### src/rtl/mux_pkt_arbiter_if.sv
// Handshake bundle between two flit sources, the arbiter and the downstream output mux.
interface mux_pkt_arbiter_if #(
  parameter int SELW = 5,
  parameter int CNTW = 16
);
  logic            ivalid_0;
  logic [1:0]      itype_0;
  logic            ivalid_1;
  logic [1:0]      itype_1;
  logic            ordy;
  logic [SELW-1:0] sel;
  logic            grant_0;
  logic            grant_1;
  logic            busy;
  logic            err;
  logic [CNTW-1:0] pkt_cnt_0;
  logic [CNTW-1:0] pkt_cnt_1;

  modport master (
    output ivalid_0, itype_0, ivalid_1, itype_1, ordy,
    input  sel, grant_0, grant_1, busy, err, pkt_cnt_0, pkt_cnt_1
  );

  modport slave (
    input  ivalid_0, itype_0, ivalid_1, itype_1, ordy,
    output sel, grant_0, grant_1, busy, err, pkt_cnt_0, pkt_cnt_1
  );
endinterface

### src/rtl/mux_pkt_arbiter.sv
// Round-robin wormhole arbiter: HEAD in cycle N locks the output in N+1 until TAIL or watchdog.
// Grants are gated combinationally by ordy; a downstream stall never trips the watchdog.
module mux_pkt_arbiter #(
  parameter int         SELW      = 5,
  parameter logic [1:0] TYPE_NONE = 2'b00,
  parameter logic [1:0] TYPE_HEAD = 2'b01,
  parameter logic [1:0] TYPE_DATA = 2'b10,
  parameter logic [1:0] TYPE_TAIL = 2'b11,
  parameter int         MAX_IDLE  = 8,
  parameter int         CNTW      = 16
) (
  input logic              clk,
  input logic              rst,
  mux_pkt_arbiter_if.slave bus
);

  typedef enum logic [1:0] {
    IDLE  = 2'b00,
    LOCK0 = 2'b01,
    LOCK1 = 2'b10
  } state_t;

  localparam int            IW        = $clog2(MAX_IDLE + 1);
  localparam logic [IW-1:0] IDLE_LAST = IW'(MAX_IDLE - 1);

  // {is_tail, is_head}
  function automatic logic [1:0] decode(input logic [1:0] t);
    case (t)
      TYPE_HEAD:            decode = 2'b01;
      TYPE_TAIL:            decode = 2'b10;
      TYPE_NONE, TYPE_DATA: decode = 2'b00;
      default:              decode = 2'b00;
    endcase
  endfunction

  state_t          state, state_nxt;
  logic            rr_ptr;
  logic [IW-1:0]   idle_cnt;
  logic            err_q;
  logic [CNTW-1:0] cnt_0, cnt_1;
  logic [1:0]      dec_0, dec_1;
  logic            grant_0, grant_1;
  logic            req_0, req_1;
  logic            tail_0, tail_1;
  logic            own_vld;
  logic            wd_rel;

  assign dec_0   = decode(bus.itype_0);
  assign dec_1   = decode(bus.itype_1);
  assign grant_0 = (state == LOCK0) & bus.ordy;
  assign grant_1 = (state == LOCK1) & bus.ordy;
  assign req_0   = bus.ivalid_0 & dec_0[0];
  assign req_1   = bus.ivalid_1 & dec_1[0];
  assign tail_0  = grant_0 & bus.ivalid_0 & dec_0[1];
  assign tail_1  = grant_1 & bus.ivalid_1 & dec_1[1];
  assign own_vld = ((state == LOCK0) & bus.ivalid_0) | ((state == LOCK1) & bus.ivalid_1);

  always_comb begin
    state_nxt = state;
    wd_rel    = 1'b0;
    case (state)
      IDLE: begin
        if (req_0 && req_1) state_nxt = rr_ptr ? LOCK1 : LOCK0;
        else if (req_0)     state_nxt = LOCK0;
        else if (req_1)     state_nxt = LOCK1;
      end
      LOCK0: begin
        if (tail_0) begin
          state_nxt = IDLE;
        end else if (!bus.ivalid_0 && idle_cnt == IDLE_LAST) begin
          state_nxt = IDLE;
          wd_rel    = 1'b1;
        end
      end
      LOCK1: begin
        if (tail_1) begin
          state_nxt = IDLE;
        end else if (!bus.ivalid_1 && idle_cnt == IDLE_LAST) begin
          state_nxt = IDLE;
          wd_rel    = 1'b1;
        end
      end
      default: state_nxt = IDLE;
    endcase
  end

  always_ff @(posedge clk or posedge rst) begin
    if (rst) begin
      state    <= IDLE;
      rr_ptr   <= 1'b0;
      idle_cnt <= '0;
      err_q    <= 1'b0;
      cnt_0    <= '0;
      cnt_1    <= '0;
    end else begin
      state <= state_nxt;
      err_q <= wd_rel;
      // Leaving a lock by either route hands priority to the other port.
      if (state != IDLE && state_nxt == IDLE) rr_ptr <= (state == LOCK0);
      if (state == IDLE || state_nxt == IDLE || own_vld) idle_cnt <= '0;
      else                                               idle_cnt <= idle_cnt + IW'(1);
      if (tail_0) cnt_0 <= cnt_0 + CNTW'(1);
      if (tail_1) cnt_1 <= cnt_1 + CNTW'(1);
    end
  end

  assign bus.sel       = {{(SELW-2){1'b0}}, state};
  assign bus.grant_0   = grant_0;
  assign bus.grant_1   = grant_1;
  assign bus.busy      = (state != IDLE);
  assign bus.err       = err_q;
  assign bus.pkt_cnt_0 = cnt_0;
  assign bus.pkt_cnt_1 = cnt_1;

endmodule

### src/flat_wrapper.sv
// flat-port wrapper written by rule: the top's interface ports become plain ports
module mux_pkt_arbiter_flat 
#(
  parameter int         SELW      = 5,
  parameter logic [1:0] TYPE_NONE = 2'b00,
  parameter logic [1:0] TYPE_HEAD = 2'b01,
  parameter logic [1:0] TYPE_DATA = 2'b10,
  parameter logic [1:0] TYPE_TAIL = 2'b11,
  parameter int         MAX_IDLE  = 8,
  parameter int         CNTW      = 16
)
  (clk, rst, bus_ivalid_0, bus_itype_0, bus_ivalid_1, bus_itype_1, bus_ordy, bus_sel, bus_grant_0, bus_grant_1, bus_busy, bus_err, bus_pkt_cnt_0, bus_pkt_cnt_1);
  mux_pkt_arbiter_if #(.SELW(SELW), .CNTW(CNTW)) bus_i ();
  input logic clk;
  input logic rst;
  input wire logic [$bits(bus_i.ivalid_0)-1:0] bus_ivalid_0;
  input wire logic [$bits(bus_i.itype_0)-1:0] bus_itype_0;
  input wire logic [$bits(bus_i.ivalid_1)-1:0] bus_ivalid_1;
  input wire logic [$bits(bus_i.itype_1)-1:0] bus_itype_1;
  input wire logic [$bits(bus_i.ordy)-1:0] bus_ordy;
  output wire logic [$bits(bus_i.sel)-1:0] bus_sel;
  output wire logic [$bits(bus_i.grant_0)-1:0] bus_grant_0;
  output wire logic [$bits(bus_i.grant_1)-1:0] bus_grant_1;
  output wire logic [$bits(bus_i.busy)-1:0] bus_busy;
  output wire logic [$bits(bus_i.err)-1:0] bus_err;
  output wire logic [$bits(bus_i.pkt_cnt_0)-1:0] bus_pkt_cnt_0;
  output wire logic [$bits(bus_i.pkt_cnt_1)-1:0] bus_pkt_cnt_1;
  assign bus_i.ivalid_0 = bus_ivalid_0;
  assign bus_i.itype_0 = bus_itype_0;
  assign bus_i.ivalid_1 = bus_ivalid_1;
  assign bus_i.itype_1 = bus_itype_1;
  assign bus_i.ordy = bus_ordy;
  assign bus_sel = bus_i.sel;
  assign bus_grant_0 = bus_i.grant_0;
  assign bus_grant_1 = bus_i.grant_1;
  assign bus_busy = bus_i.busy;
  assign bus_err = bus_i.err;
  assign bus_pkt_cnt_0 = bus_i.pkt_cnt_0;
  assign bus_pkt_cnt_1 = bus_i.pkt_cnt_1;
  mux_pkt_arbiter #(.SELW(SELW), .TYPE_NONE(TYPE_NONE), .TYPE_HEAD(TYPE_HEAD), .TYPE_DATA(TYPE_DATA), .TYPE_TAIL(TYPE_TAIL), .MAX_IDLE(MAX_IDLE), .CNTW(CNTW)) u_core (.clk(clk), .rst(rst), .bus(bus_i));
endmodule
### config.mk
export PLATFORM = sky130hd
export DESIGN_NAME = mux_pkt_arbiter_flat
export DESIGN_NICKNAME = d
export VERILOG_FILES = /design/src/rtl/mux_pkt_arbiter_if.sv /design/src/rtl/mux_pkt_arbiter.sv /design/src/flat_wrapper.sv
export SDC_FILE = /design/constraint.sdc
export NUM_CORES = 1
export LEC_CHECK = 0
export CAP_MARGIN = 25
export CORE_MARGIN = 2
export CORE_UTILIZATION = 39
export CTS_BUF_LIST = sky130_fd_sc_hd__clkbuf_8 sky130_fd_sc_hd__clkbuf_16
export CTS_CLUSTER_SIZE = 14
export DETAILED_ROUTE_END_ITERATION = 7
export GPL_TIMING_DRIVEN = 0
export PLACE_DENSITY = 0.66
export REMOVE_ABC_BUFFERS = 1
export SETUP_SLACK_MARGIN = 0.1
export SLEW_MARGIN = 10
export SYNTH_ARGS = -nofsm -noshare
export SYNTH_HDL_FRONTEND = slang
export SYNTH_SLANG_ARGS = --single-unit
### constraint.sdc
create_clock -name clk -period 2.75 [get_ports clk]
set_clock_uncertainty 0.1 [all_clocks]
set_input_delay 0.55 -clock clk [delete_from_list [all_inputs] [get_ports clk]]
set_output_delay 0.55 -clock clk [all_outputs]
set_load 0.005 [all_outputs]
==> results of run 1 <==
==> path summary, 6_finish.rpt <==
kind / startpoint / end / slack [ps]
setup / recovery: u_core.state[0] / bus_busy / 270
hold / removal: u_core.bus.pkt_cnt_1[15] / u_core.bus.pkt_cnt_1[15] / 370
setup reg to reg: u_core.state[0] / u_core.idle_cnt[0] / 510
hold reg to reg: u_core.bus.pkt_cnt_1[15] / u_core.bus.pkt_cnt_1[15] / 370
max in group asynchronous: rst / u_core.idle_cnt[0] / 1740
min in group asynchronous: rst / u_core.bus.pkt_cnt_0[7] / 380
==> power breakdown <==
part	switching (uW)	total [uW]	internal [uW]
Sequential	55.4	693	638
Combinational	222	472	249
Clock	221	398	177
==> cell usage in the layout (no fill, tap or decap), types with 2 or more instances in the layout <==
cell             count
conb_1               3
nand3_1             10
clkbuf_8             5
nand4_1              6
and4_1               3
xor2_1               7
nand2_1             16
and2_1               3
and4bb_2             2
clkdlybuf4s50_1     46
and2_2               2
dfrtp_1             40
nand4b_1             2
xnor2_1             25
clkinv_2             2
and3_1               5
o22ai_1              2
inv_1                9
ha_1                 7
nor2_1              10
nor3b_1              2
a21oi_1              2
mux2_2               2
==> area by class of cell <==
cell class | instances | area, um^2 | share of cell area [%]
Sequential cell | 40 | 1000 | 37.6
Multi-Input combinational cell | 129 | 965 | 36.3
Timing Repair Buffer | 47 | 480 | 18.1
Tap cell | 70 | 87.6 | 3.29
Clock buffer | 5 | 68.8 | 2.59
Inverter | 10 | 37.5 | 1.41
Clock inverter | 3 | 18.8 | 0.706
==> stage by stage <==
step	worst slack [ps]	total power, uW	hold slack (ps)
floorplan	748	985	339
CTS	256	1580	377
detailed placement	192	1180	357
global route	141	1660	396
global placement	198	1170	357
finish	271	1560	369
==> Yosys cell counts (3+ instances only) <==
library cell	instances	area [um^2]
dfrtp_1	40	1000
and3_1	5	31.3
nor2_1	10	37.5
ha_1	7	87.6
nand2_1	16	60.1
and4_1	3	26.3
buf_4	3	22.5
nand4_1	6	37.5
xor2_1	7	61.3
nand3_1	10	50.1
inv_1	10	37.5
and2_1	3	18.8
xnor2_1	25	219
==> sequential cells by signal (all words and copies together) (netlist names) <==
signal                count
u_core.idle_cnt           4
u_core.state              2
u_core.bus.pkt_cnt_1     16
u_core.rr_ptr             1
u_core.bus.pkt_cnt_0     16
u_core.bus.err            1
==> per-layer routing <==
layer | up-vias | GRT usage (%) | part of all wire [%]
met2 | 29 | 22.6 | 47
met1 | 701 | 19.3 | 48
li1 | 718 | - | -
met3 | 6 | 3.57 | 4.5
met5 | - | 0 | 0
met4 | 0 | 6.55 | 0.89
==> cells by family after synthesis <==
| kind of cell | after synthesis | share of synthesized area [%] |
|---|---|---|
| buffers and inverters | 13 | 2.98 |
| other | 1 | 0.186 |
| AO/OA/AOI/OAI | 14 | 6.76 |
| multiplexers | 2 | 1.12 |
| AND/OR/NAND/NOR | 71 | 21.1 |
| flip-flops | 40 | 49.6 |
| XOR/XNOR | 32 | 13.9 |
| adder cells (fa/ha/maj) | 7 | 4.34 |
==> worst max-delay path: stages, from the launching register on <==
cell             delay, ps
dfrtp_1                460
inv_1                   90
ha_1                   300
inv_1                  160
clkdlybuf4s50_1        520
==> results.ini, run 1 <==
[timing]
setup_viol=0
slew_viol_final=0
finalHoldViolCount=0
tns_ps=0
period_share_pct=90.1
fmax_ghz=0.403
period_minus_slack_ps=2480
rsz0062_at_grt=false

[die]
coreArea_um2=5040
start_util_pct=40.0
die-area_um2=5770
pin_count=50
fp.dieW_um=75.9
die_y_um=75.9
fp-row-count=26

[placed_design]
port_buffers=46
dp_hpwl_mm=2.85
place_congestion=0.826
place_area_um2=2570
dp.cells=296

[worst_setup_path]
crit_required_ps=2100
critPathKind=flip-flop to output pin
crit_path_start_kind=flip-flop
end_kind=output pin
rr_worst_depth=7
cp_max_fo=6
cp.arrival_ps=1830

[final_layout]
utilization_pct=52.7
nets=249
num_antenna_cells=0
fin_cells=304
fillers=486
area_delta_synth_final_pct=31.7
drive_above_1_share_pct=10.3
design_area_um2=2660

[grt]
grt_first_pass_wirelength_mm=6.78
grt.total_usage_pct=14.5
grt_pass1_vias=1441
grt_max_degree=33
grt_antenna_before_repair=0
grt_overflow=0

[route]
vias_per_cell=4.78
drt_iter0_drc=56
dr.pass1.iters=4
antenna_left=0
num_vias=1454
drt_wl_total_mm=3.92
drc=0
wire_per_inst_um=12.9

[yosys]
synth-seq-area-share_pct=49.6
synth-edff-count=0
syn-cell-area_um2=2020
yosysUniqueCellTypes=41
synth_warnings=0
synth_ff_type=dfrtp_1
async_flop_share_pct=100
syn_area_per_cell_um2=11.2
postSynthCellCount=180
synth-seq-cells=40

[clock_tree]
cts_inserted_buffers=5
htree_levels=2
post-cts-setup-buffer-count=0
clk_latency_ps=300
clk_path_buf_depth=2
cts_tree=yes
cts-root-buf=clkbuf_8
post_cts_resized=0
clk_pin_slew_worst_paths_ps=80
cts.sinks=40
hold_buffers=0

[hold_path]
holdPathStages=1
hold_class=flip-flop to flip-flop

[power]
p_leak_uw=0.00116
power_density_nw_per_um2=588
ir_drop_v=0.000409

[job]
cap_violations=0

[run_status]
status=complete, no violations

(Power assumes the default switching activity.)
==> run 2: changes to the inputs <==
CTS_CLUSTER_DIAMETER = 80   (was default)
==> results of run 2 <==
No change in the layout: final DEF, timing and power equal those of run 1.
